<file path="src/rtl/id_stage.sv">
// ----------------------------------------------------------------------------
// id_stage
//
// RV32I instruction-decode stage. Takes one instruction per cycle from fetch
// over a valid/ready handshake. It drives the register_file read indices
// combinationally from the presented instruction and captures the returned
// operands into the ID/EX register, together with the decoded control fields
// and the sign-extended immediate. A per-register busy scoreboard stalls
// read-after-write hazards until writeback retires the producing instruction.
//
// Ports:
//   clk, rst             rising-edge clock, synchronous active-high reset
//   i_if_valid/o_if_ready fetch handshake; i_if_instr / i_if_pc its payload
//   o_r_reg_num_1/2      register_file read indices (rs1 / rs2 fields)
//   i_r_reg_1/2          register_file read data (combinational return)
//   i_wb_valid, i_wb_rd  writeback retires a write to register i_wb_rd
//   i_flush              squash the stage (taken branch or jump)
//   o_ex_valid/i_ex_ready ID/EX handshake toward execute
//   o_ex_*               ID/EX register contents
// ----------------------------------------------------------------------------
module id_stage #(
    parameter int XLEN  = 32,
    parameter int NREGS = 32
) (
    input  logic            clk,
    input  logic            rst,

    input  logic            i_if_valid,
    output logic            o_if_ready,
    input  logic [31:0]     i_if_instr,
    input  logic [XLEN-1:0] i_if_pc,

    output logic [4:0]      o_r_reg_num_1,
    output logic [4:0]      o_r_reg_num_2,
    input  logic [XLEN-1:0] i_r_reg_1,
    input  logic [XLEN-1:0] i_r_reg_2,

    input  logic            i_wb_valid,
    input  logic [4:0]      i_wb_rd,

    input  logic            i_flush,

    output logic            o_ex_valid,
    input  logic            i_ex_ready,
    output logic [XLEN-1:0] o_ex_pc,
    output logic [XLEN-1:0] o_ex_rs1_val,
    output logic [XLEN-1:0] o_ex_rs2_val,
    output logic [XLEN-1:0] o_ex_imm,
    output logic [4:0]      o_ex_rd,
    output logic [6:0]      o_ex_opcode,
    output logic [2:0]      o_ex_funct3,
    output logic            o_ex_funct7b5,
    output logic            o_ex_reg_write,
    output logic            o_ex_illegal
);

    // RV32I base opcodes
    localparam logic [6:0] OPC_LUI    = 7'b0110111;
    localparam logic [6:0] OPC_AUIPC  = 7'b0010111;
    localparam logic [6:0] OPC_JAL    = 7'b1101111;
    localparam logic [6:0] OPC_JALR   = 7'b1100111;
    localparam logic [6:0] OPC_BRANCH = 7'b1100011;
    localparam logic [6:0] OPC_LOAD   = 7'b0000011;
    localparam logic [6:0] OPC_STORE  = 7'b0100011;
    localparam logic [6:0] OPC_OPIMM  = 7'b0010011;
    localparam logic [6:0] OPC_OP     = 7'b0110011;

    // Immediate formats
    localparam logic [2:0] IMM_NONE = 3'd0;
    localparam logic [2:0] IMM_I    = 3'd1;
    localparam logic [2:0] IMM_S    = 3'd2;
    localparam logic [2:0] IMM_B    = 3'd3;
    localparam logic [2:0] IMM_U    = 3'd4;
    localparam logic [2:0] IMM_J    = 3'd5;

    logic [6:0]       opcode;
    logic [4:0]       rd;
    logic [4:0]       rs1;
    logic [4:0]       rs2;

    logic             uses_rs1;
    logic             uses_rs2;
    logic             writes_rd_op;
    logic             writes_rd;
    logic             illegal;
    logic [2:0]       imm_sel;
    logic [31:0]      imm32;

    logic [NREGS-1:0] busy;
    logic [NREGS-1:0] busy_next;
    logic             hazard;
    logic             accept;

    assign opcode = i_if_instr[6:0];
    assign rd     = i_if_instr[11:7];
    assign rs1    = i_if_instr[19:15];
    assign rs2    = i_if_instr[24:20];

    assign o_r_reg_num_1 = rs1;
    assign o_r_reg_num_2 = rs2;

    // Per-opcode operand usage, destination write and immediate format.
    // Unknown opcodes use no operands, so they can never stall on the
    // scoreboard, and they never claim a destination.
    always_comb begin
        uses_rs1     = 1'b0;
        uses_rs2     = 1'b0;
        writes_rd_op = 1'b0;
        illegal      = 1'b0;
        imm_sel      = IMM_NONE;
        case (opcode)
            OPC_LUI: begin
                writes_rd_op = 1'b1;
                imm_sel      = IMM_U;
            end
            OPC_AUIPC: begin
                writes_rd_op = 1'b1;
                imm_sel      = IMM_U;
            end
            OPC_JAL: begin
                writes_rd_op = 1'b1;
                imm_sel      = IMM_J;
            end
            OPC_JALR: begin
                uses_rs1     = 1'b1;
                writes_rd_op = 1'b1;
                imm_sel      = IMM_I;
            end
            OPC_BRANCH: begin
                uses_rs1 = 1'b1;
                uses_rs2 = 1'b1;
                imm_sel  = IMM_B;
            end
            OPC_LOAD: begin
                uses_rs1     = 1'b1;
                writes_rd_op = 1'b1;
                imm_sel      = IMM_I;
            end
            OPC_STORE: begin
                uses_rs1 = 1'b1;
                uses_rs2 = 1'b1;
                imm_sel  = IMM_S;
            end
            OPC_OPIMM: begin
                uses_rs1     = 1'b1;
                writes_rd_op = 1'b1;
                imm_sel      = IMM_I;
            end
            OPC_OP: begin
                uses_rs1     = 1'b1;
                uses_rs2     = 1'b1;
                writes_rd_op = 1'b1;
            end
            default: begin
                illegal = 1'b1;
            end
        endcase
    end

    // Writes to x0 are architecturally discarded, so they never reach the
    // scoreboard or execute.
    assign writes_rd = writes_rd_op & (rd != 5'd0);

    // Immediate assembly; every format sign-extends from instr[31].
    always_comb begin
        imm32 = 32'd0;
        case (imm_sel)
            IMM_I: imm32 = {{20{i_if_instr[31]}}, i_if_instr[31:20]};
            IMM_S: imm32 = {{20{i_if_instr[31]}}, i_if_instr[31:25],
                            i_if_instr[11:7]};
            IMM_B: imm32 = {{19{i_if_instr[31]}}, i_if_instr[31], i_if_instr[7],
                            i_if_instr[30:25], i_if_instr[11:8], 1'b0};
            IMM_U: imm32 = {i_if_instr[31:12], 12'd0};
            IMM_J: imm32 = {{11{i_if_instr[31]}}, i_if_instr[31],
                            i_if_instr[19:12], i_if_instr[20],
                            i_if_instr[30:21], 1'b0};
            default: imm32 = 32'd0;
        endcase
    end

    // Hazard uses only the registered busy bits: a writeback retiring in the
    // same cycle releases the stall one cycle later, keeping the ready path
    // free of the writeback bus.
    assign hazard = (uses_rs1 & busy[rs1]) | (uses_rs2 & busy[rs2]);

    assign o_if_ready = ~rst & ~i_flush & ~hazard & (~o_ex_valid | i_ex_ready);
    assign accept     = i_if_valid & o_if_ready;

    // Scoreboard next state. Ordering matters: clears first, then the set
    // from a newly accepted producer, so a set wins over a same-cycle clear
    // of the same register. A flushed ID/EX entry gives back the busy bit it
    // claimed; older instructions beyond ID keep theirs. x0 is pinned clear.
    always_comb begin
        busy_next = busy;
        if (i_wb_valid) begin
            busy_next[i_wb_rd] = 1'b0;
        end
        if (i_flush && o_ex_valid && o_ex_reg_write) begin
            busy_next[o_ex_rd] = 1'b0;
        end
        if (accept && writes_rd) begin
            busy_next[rd] = 1'b1;
        end
        busy_next[0] = 1'b0;
    end

    // ID/EX register. Fields load only on accept, so they hold stable while
    // execute back-pressures. Valid drops on flush or when execute drains the
    // entry without a replacement arriving.
    always_ff @(posedge clk) begin
        if (rst) begin
            busy           <= '0;
            o_ex_valid     <= 1'b0;
            o_ex_pc        <= '0;
            o_ex_rs1_val   <= '0;
            o_ex_rs2_val   <= '0;
            o_ex_imm       <= '0;
            o_ex_rd        <= 5'd0;
            o_ex_opcode    <= 7'd0;
            o_ex_funct3    <= 3'd0;
            o_ex_funct7b5  <= 1'b0;
            o_ex_reg_write <= 1'b0;
            o_ex_illegal   <= 1'b0;
        end else begin
            busy <= busy_next;
            if (accept) begin
                o_ex_valid     <= 1'b1;
                o_ex_pc        <= i_if_pc;
                o_ex_rs1_val   <= i_r_reg_1;
                o_ex_rs2_val   <= i_r_reg_2;
                o_ex_imm       <= XLEN'($signed(imm32));
                o_ex_rd        <= rd;
                o_ex_opcode    <= opcode;
                o_ex_funct3    <= i_if_instr[14:12];
                o_ex_funct7b5  <= i_if_instr[30];
                o_ex_reg_write <= writes_rd & ~illegal;
                o_ex_illegal   <= illegal;
            end else if (i_flush || i_ex_ready) begin
                o_ex_valid <= 1'b0;
            end
        end
    end

endmodule

</file>
<file path="config.mk">
export PLATFORM = sky130hd
export DESIGN_NAME = id_stage
export DESIGN_NICKNAME = d
export VERILOG_FILES = /design/src/rtl/id_stage.sv
export SDC_FILE = /design/constraint.sdc
export NUM_CORES = 1
export LEC_CHECK = 0
export CORE_ASPECT_RATIO = 0.5
export CORE_MARGIN = 10
export CORE_UTILIZATION = 46
export DETAILED_ROUTE_END_ITERATION = 8
export GPL_TIMING_DRIVEN = 0
export PLACE_DENSITY = 0.88
export REMOVE_ABC_BUFFERS = 1
export SETUP_SLACK_MARGIN = 0.05
export SLEW_MARGIN = 20
export SYNTH_ARGS = -nofsm -noshare
export SYNTH_HDL_FRONTEND = slang
export SYNTH_SLANG_ARGS = --single-unit
</file>
<file path="constraint.sdc">
create_clock -name clk -period 3.7 [get_ports clk]
set_input_delay 0.74 -clock clk [delete_from_list [all_inputs] [get_ports clk]]
set_output_delay 0.74 -clock clk [all_outputs]
set_load 0.05 [all_outputs]
</file>
Word level (Yosys, flattened, before mapping)
Cells that the tools add are included.
- order comparisons: 8
- equal/unequal tests: 14
- multiplexer cells: 21
- bitwise gates (word level): 19
- reductions and logical operators: 15
- operators with widths (kind ; number):
    32-bit one-hot mux with 5 select lines ; 1
    32-bit 2-to-1 mux ; 3
    32-bit bitwise AND ; 2
    32-bit inverter ; 2
    32-bit OR ; 1
    5-bit by 6-bit < comparator with 1-bit output, second input constant ; 5
    7-bit by 6-bit == test with 1-bit output, second input constant ; 3
    7-bit == test, second input constant ; 3
    1-bit demux with 5-bit select ; 3
    5-bit by 1-bit >= comparator with 1-bit output, second input constant ; 3
    3-bit one-hot mux with 5 select lines ; 1
    7-bit by 5-bit == test with 1-bit output, second input constant ; 2
    1-bit 2-to-1 mux ; 11
    1-bit binary-select mux with 5-bit select ; 2
    9-bit OR reduction ; 1
    1-bit bitwise AND ; 8
    7-bit by 2-bit == test with 1-bit output, second input constant ; 1
    7-bit OR reduction ; 1
    3-bit by 2-bit == test with 1-bit output, second input constant ; 2
    3-bit == test, second input constant ; 2
    1-bit logical AND ; 6
    3-bit OR reduction ; 2
    6-bit OR reduction ; 1
    5-bit nonzero test ; 1
    6 further kinds ; 10
- flip-flop bits (word level): 179
- bits of input ports: 139
- output and inout bits: 158
- logic and storage cells: 90

Depth between registers and ports, before layout
Gate-level depths: netlist of the first run.
- depth after elaboration: 11
- depth in mapped cells: 10
- depth with buffers taken out: 6

Least setup slack after synthesis of the first run
No wires, ideal clock.
- kind: input-to-output
- from: input port i_if_instr[17]
- to: output port o_if_ready
- arrival time: 2659 ps
- data required time: 2960 ps
- slack: 301 ps
- cell stages on the path: 6
- path buffers: 1
- cells stage by stage: clkbuf_1 -> mux4_2 -> o21ai_0 -> o22ai_1 -> o221ai_1 -> and2_1
- cells in the longest elaborated chain, start to end: 7
- RTL lines (element ; line ; text):
    start: declaration ; 30 ; input logic [31:0] i_if_instr,
    1-bit binary-select mux with 5-bit select ; 184 ; assign hazard = (uses_rs1 & busy[rs1]) | (uses_rs2 & busy[rs2]);
    1-bit 2-to-1 mux (not written as such) ; 184 ;
    1-bit bitwise AND ; 184 ;
    1-bit OR ; 184 ;
    1-bit inverter ; 186 ; assign o_if_ready = ~rst & ~i_flush & ~hazard & (~o_ex_valid | i_ex_ready);
    1-bit bitwise AND (2 in series) ; 186 ;
    end: declaration ; 29 ; output logic o_if_ready,
No other way between the ends. The select of a mux whose other input is x is not followed.

Worst setup path after layout of the first run
- from: input port i_if_instr[22]
- to: output port o_if_ready
The elaborated chain is that of the path after synthesis.

==> reports/summary.json, run 1 <==
{
  "timing.critical_path.slowest_stage_cell": "sky130_fd_sc_hd__mux4_2",
  "setup-violations-final": 0,
  "unrepaired_setup_endpoints_after_global_routing": "no",
  "critPathMaxStageDelay_ns": 0.57,
  "critical_path_arrival_ns": 2.88,
  "share_comb_of_total_power": 0.246,
  "design.die.area_um2": 25600,
  "htreeDepth": 4,
  "vias": 7498,
  "track_usage": 0.216,
  "final_estimated_routing_congestion_in_global_placement": 0.876,
  "grt_max_degree": 105,
  "async_flop_share": 0,
  "max_clock_freq_ghz": 0.277,
  "run_status": "completed",
  "port_buffers": 296,
  "cp-start-kind": "input port",
  "first_pass_grt_wire_length_um": 44800,
  "post_route_cells_drive_above_1_share": 0.215,
  "hold_viol": 0,
  "cts_root_buffer": "sky130_fd_sc_hd__clkbuf_16",
  "required_ns": 2.96,
  "antenna_diode_count": 0,
  "crit_fanout": 10,
  "grt_antenna_before_repair": 0,
  "areaGrowthSynthToFinish_pct": 40.8,
  "totalWireLength_um": 28800,
  "ys_ff_latch": 178,
  "power_density_nw_per_um2": 415,
  "number_of_flops_mapped_to_enable_cells_by_yosys": 0,
  "first_global_vias": 7663,
  "drc": 0,
  "sum_of_net_half_perimeters_after_detailed_placement_um": 21300,
  "maximum_capacitance_violations": 0,
  "n_fill_cell": 1451,
  "post_synth_instance_area_um2": 8890,
  "starting_density": 0.475,
  "core_area_um2": 18700,
  "cts_tree": "built",
  "ios": 297,
  "layout_worst_path_cycle_share": 0.977,
  "numCtsBuffers": 17,
  "multi_input_area_um2": 4910,
  "seq_total_area_yosys": 0.401,
  "preCtsSetupSlack_ns": -1.21,
  "netSwitchingFraction": 0.319,
  "synth_ff_type": "sky130_fd_sc_hd__dfxtp_1",
  "syn-instance-count": 830,
  "clock_pin_slew_worst_setup_and_hold_paths_ns": 0.08,
  "pwr-share-seq": 0.404,
  "layout.area.seq_um2": 3560,
  "worstSetupEndpointType": "output pin",
  "postLayoutCellArea_um2": 12500,
  "fp.dieW_um": 217,
  "totalNegativeSetupSlack_ns": 0,
  "cts-root-to-sink-buffers": 2,
  "critical_setup_path_kind": "input port to output pin",
  "netSwitchingPower_w": 0.00166,
  "fin_skew_ns": 0.0133,
  "nNetsFinal": 1216,
  "globalRouteOverflowTotal": 0,
  "worst-slew-pin-transition_ns": 0.850,
  "avgRoutedWirePerCell_um": 21.4,
  "postRouteAntennaNets": 0,
  "intPower_w": 0.00353,
  "initialDrtViolationCount": 689,
  "clock_power_share": 0.350,
  "total_power_w": 0.00519,
  "power.ir.vdd_worst_uv": 344,
  "finalMaxSlewViolations": 0,
  "hp-class": "flip-flop to flip-flop",
  "final_period_minus_worst_setup_slack_ns": 3.62,
  "synthesis_warning_total": 0,
  "tritoncts_num_sinks": 178,
  "worst_rel_slew_slack": 0.429,
  "placementRows": 35,
  "first_pass_iters": 5,
  "holdWs_ns": 0.481,
  "clk_latency_ns": 0.43,
  "timing.critical_path.cells": "clkdlybuf4s15_1 -> mux4_2 -> mux2i_1 -> mux2_2 -> a221o_2 -> and2_1 -> buf_4",
  "place_area_um2": 11900,
  "synth.distinct_cells": 47,
  "die_y_um": 118,
  "vias_per_cell": 5.56,
  "final_critical_path_setup_slack_ns": 0.0841,
  "power_leakage_nw": 4.88,
  "post_synth.cell_area_avg_um2": 10.7
}
-- flip-flops by register name, indices dropped and copies added (netlist names), 3 cells and up --
signal / cells
o_ex_rd: 5
o_ex_opcode: 7
busy: 31
o_ex_imm: 32
o_ex_rs2_val: 32
o_ex_funct3: 3
o_ex_rs1_val: 32
o_ex_pc: 32
-- timing repair --
| action | in CTS | in global routing |
|---|---|---|
| setup buffers | 0 | 0 |
| setup endpoints to repair | 158 | 3 |
| gates resized for setup | 26 | 6 |
| hold buffers | 0 | 0 |
-- cells in the mapped netlist (all sizes together) (3+ instances only) --
cell    count  area [um^2]
nand3b     14          105
nand2b     27          169
o221ai     32          280
o21a        4         30.0
and2        4         25.0
mux2i      30          300
o41ai      31          504
o21bai      3         22.5
clkbuf     36          135
mux4       13          293
nand3       9         57.6
a21oi       7         35.0
or3b        7         61.3
or3         3         18.8
nor2b     160         1000
dfxtp     178         3560
buf        39          303
mux2      128         1440
o21ai      13         65.1
nor3        4         20.0
nor2       17         63.8
a22o        4         35.0
nand2      41          154
-- through the flow --
step,utilization,instances
after floorplan,-,755
after global placement,0.628,1310
after detailed placement,0.637,1317
after CTS,0.668,1349
after global routing,0.669,1349
final,0.669,1349
-- cell families (layout without fill, tap and decap cells) --
kind of cell,count (synthesis),after routing,synth area share
AOI/OAI and AO/OA,106,106,0.121
and+or+nand+nor,298,298,0.199
DFF,178,178,0.401
buffers and inverters,77,337,0.0501
muxes,171,171,0.229
-- layer usage --
layer	part of all wire	GRT usage	vias up
li1	-	-	3458
met3	0.066	0.0443	46
met2	0.54	0.401	321
met1	0.38	0.244	3673
met5	0	0	-
met4	0.018	0.0617	0
-- cells in the final DEF, fill, tap and decap left out, types with 7 or more instances in the layout --
cell	Yosys	layout
sky130_fd_sc_hd__clkbuf_16	0	17
sky130_fd_sc_hd__nand3_1	8	8
sky130_fd_sc_hd__mux4_2	13	13
sky130_fd_sc_hd__mux2_2	128	128
sky130_fd_sc_hd__nand3b_1	14	14
sky130_fd_sc_hd__nor2b_1	160	160
sky130_fd_sc_hd__a21oi_1	7	7
sky130_fd_sc_hd__mux2i_1	30	30
sky130_fd_sc_hd__nand2_1	41	41
sky130_fd_sc_hd__o41ai_2	31	31
sky130_fd_sc_hd__o221ai_1	32	31
sky130_fd_sc_hd__nor2_1	17	17
sky130_fd_sc_hd__clkdlybuf4s50_1	0	287
sky130_fd_sc_hd__nand2b_1	27	27
sky130_fd_sc_hd__dfxtp_1	178	178
sky130_fd_sc_hd__or3b_2	7	7
sky130_fd_sc_hd__o21ai_0	13	13
-- worst max-delay path, delay by kind of cell --
kind | cells | cell delay (ns)
simple gates | 1 | 0.16
buf+inv | 2 | 0.72
mux | 3 | 1.04
compound gates | 1 | 0.20
-- final timing paths --
kind	start	end	slack, ns	cells after the start
max	i_if_instr[22]	o_if_ready	0.08	7
min	o_ex_imm[19]$_SDFFE_PP0P_	o_ex_imm[19]$_SDFFE_PP0P_	0.48	2
max reg2reg	busy[2]$_SDFF_PP0_	o_ex_rs1_val[6]$_SDFFE_PP0P_	0.68	8
min reg2reg	o_ex_imm[19]$_SDFFE_PP0P_	o_ex_imm[19]$_SDFFE_PP0P_	0.48	2
-- layout make-up --
class | count | area share
Multi-Input combinational cell | 575 | 0.392
Sequential cell | 178 | 0.285
Timing Repair Buffer | 303 | 0.249
Clock buffer | 18 | 0.0351
Tap cell | 259 | 0.0259
Clock inverter | 14 | 0.0120
Inverter | 2 | 0.000600
-- power by group through the flow --
stage                     combinational [W]  clock, W  sequential [W]
final                               0.00128   0.00182         0.00210
after global placement              0.00127         0         0.00213
after CTS                           0.00128   0.00185         0.00210
after global routing                0.00133   0.00195         0.00211
after detailed placement            0.00128         0         0.00214
after floorplan                    0.000318         0         0.00253
Note: power is estimated with default switching activity, not from simulation.
==> inputs of run 2 (changes only) <==
--- a/config.mk
+++ b/config.mk
@@ -8,6 +8,7 @@
 export CORE_ASPECT_RATIO = 0.5
 export CORE_MARGIN = 10
 export CORE_UTILIZATION = 46
+export CTS_CLUSTER_SIZE = 12
 export DETAILED_ROUTE_END_ITERATION = 8
 export GPL_TIMING_DRIVEN = 0
 export PLACE_DENSITY = 0.88
==> results of run 2 <==
No change in the layout: final DEF, timing and power equal those of run 1.
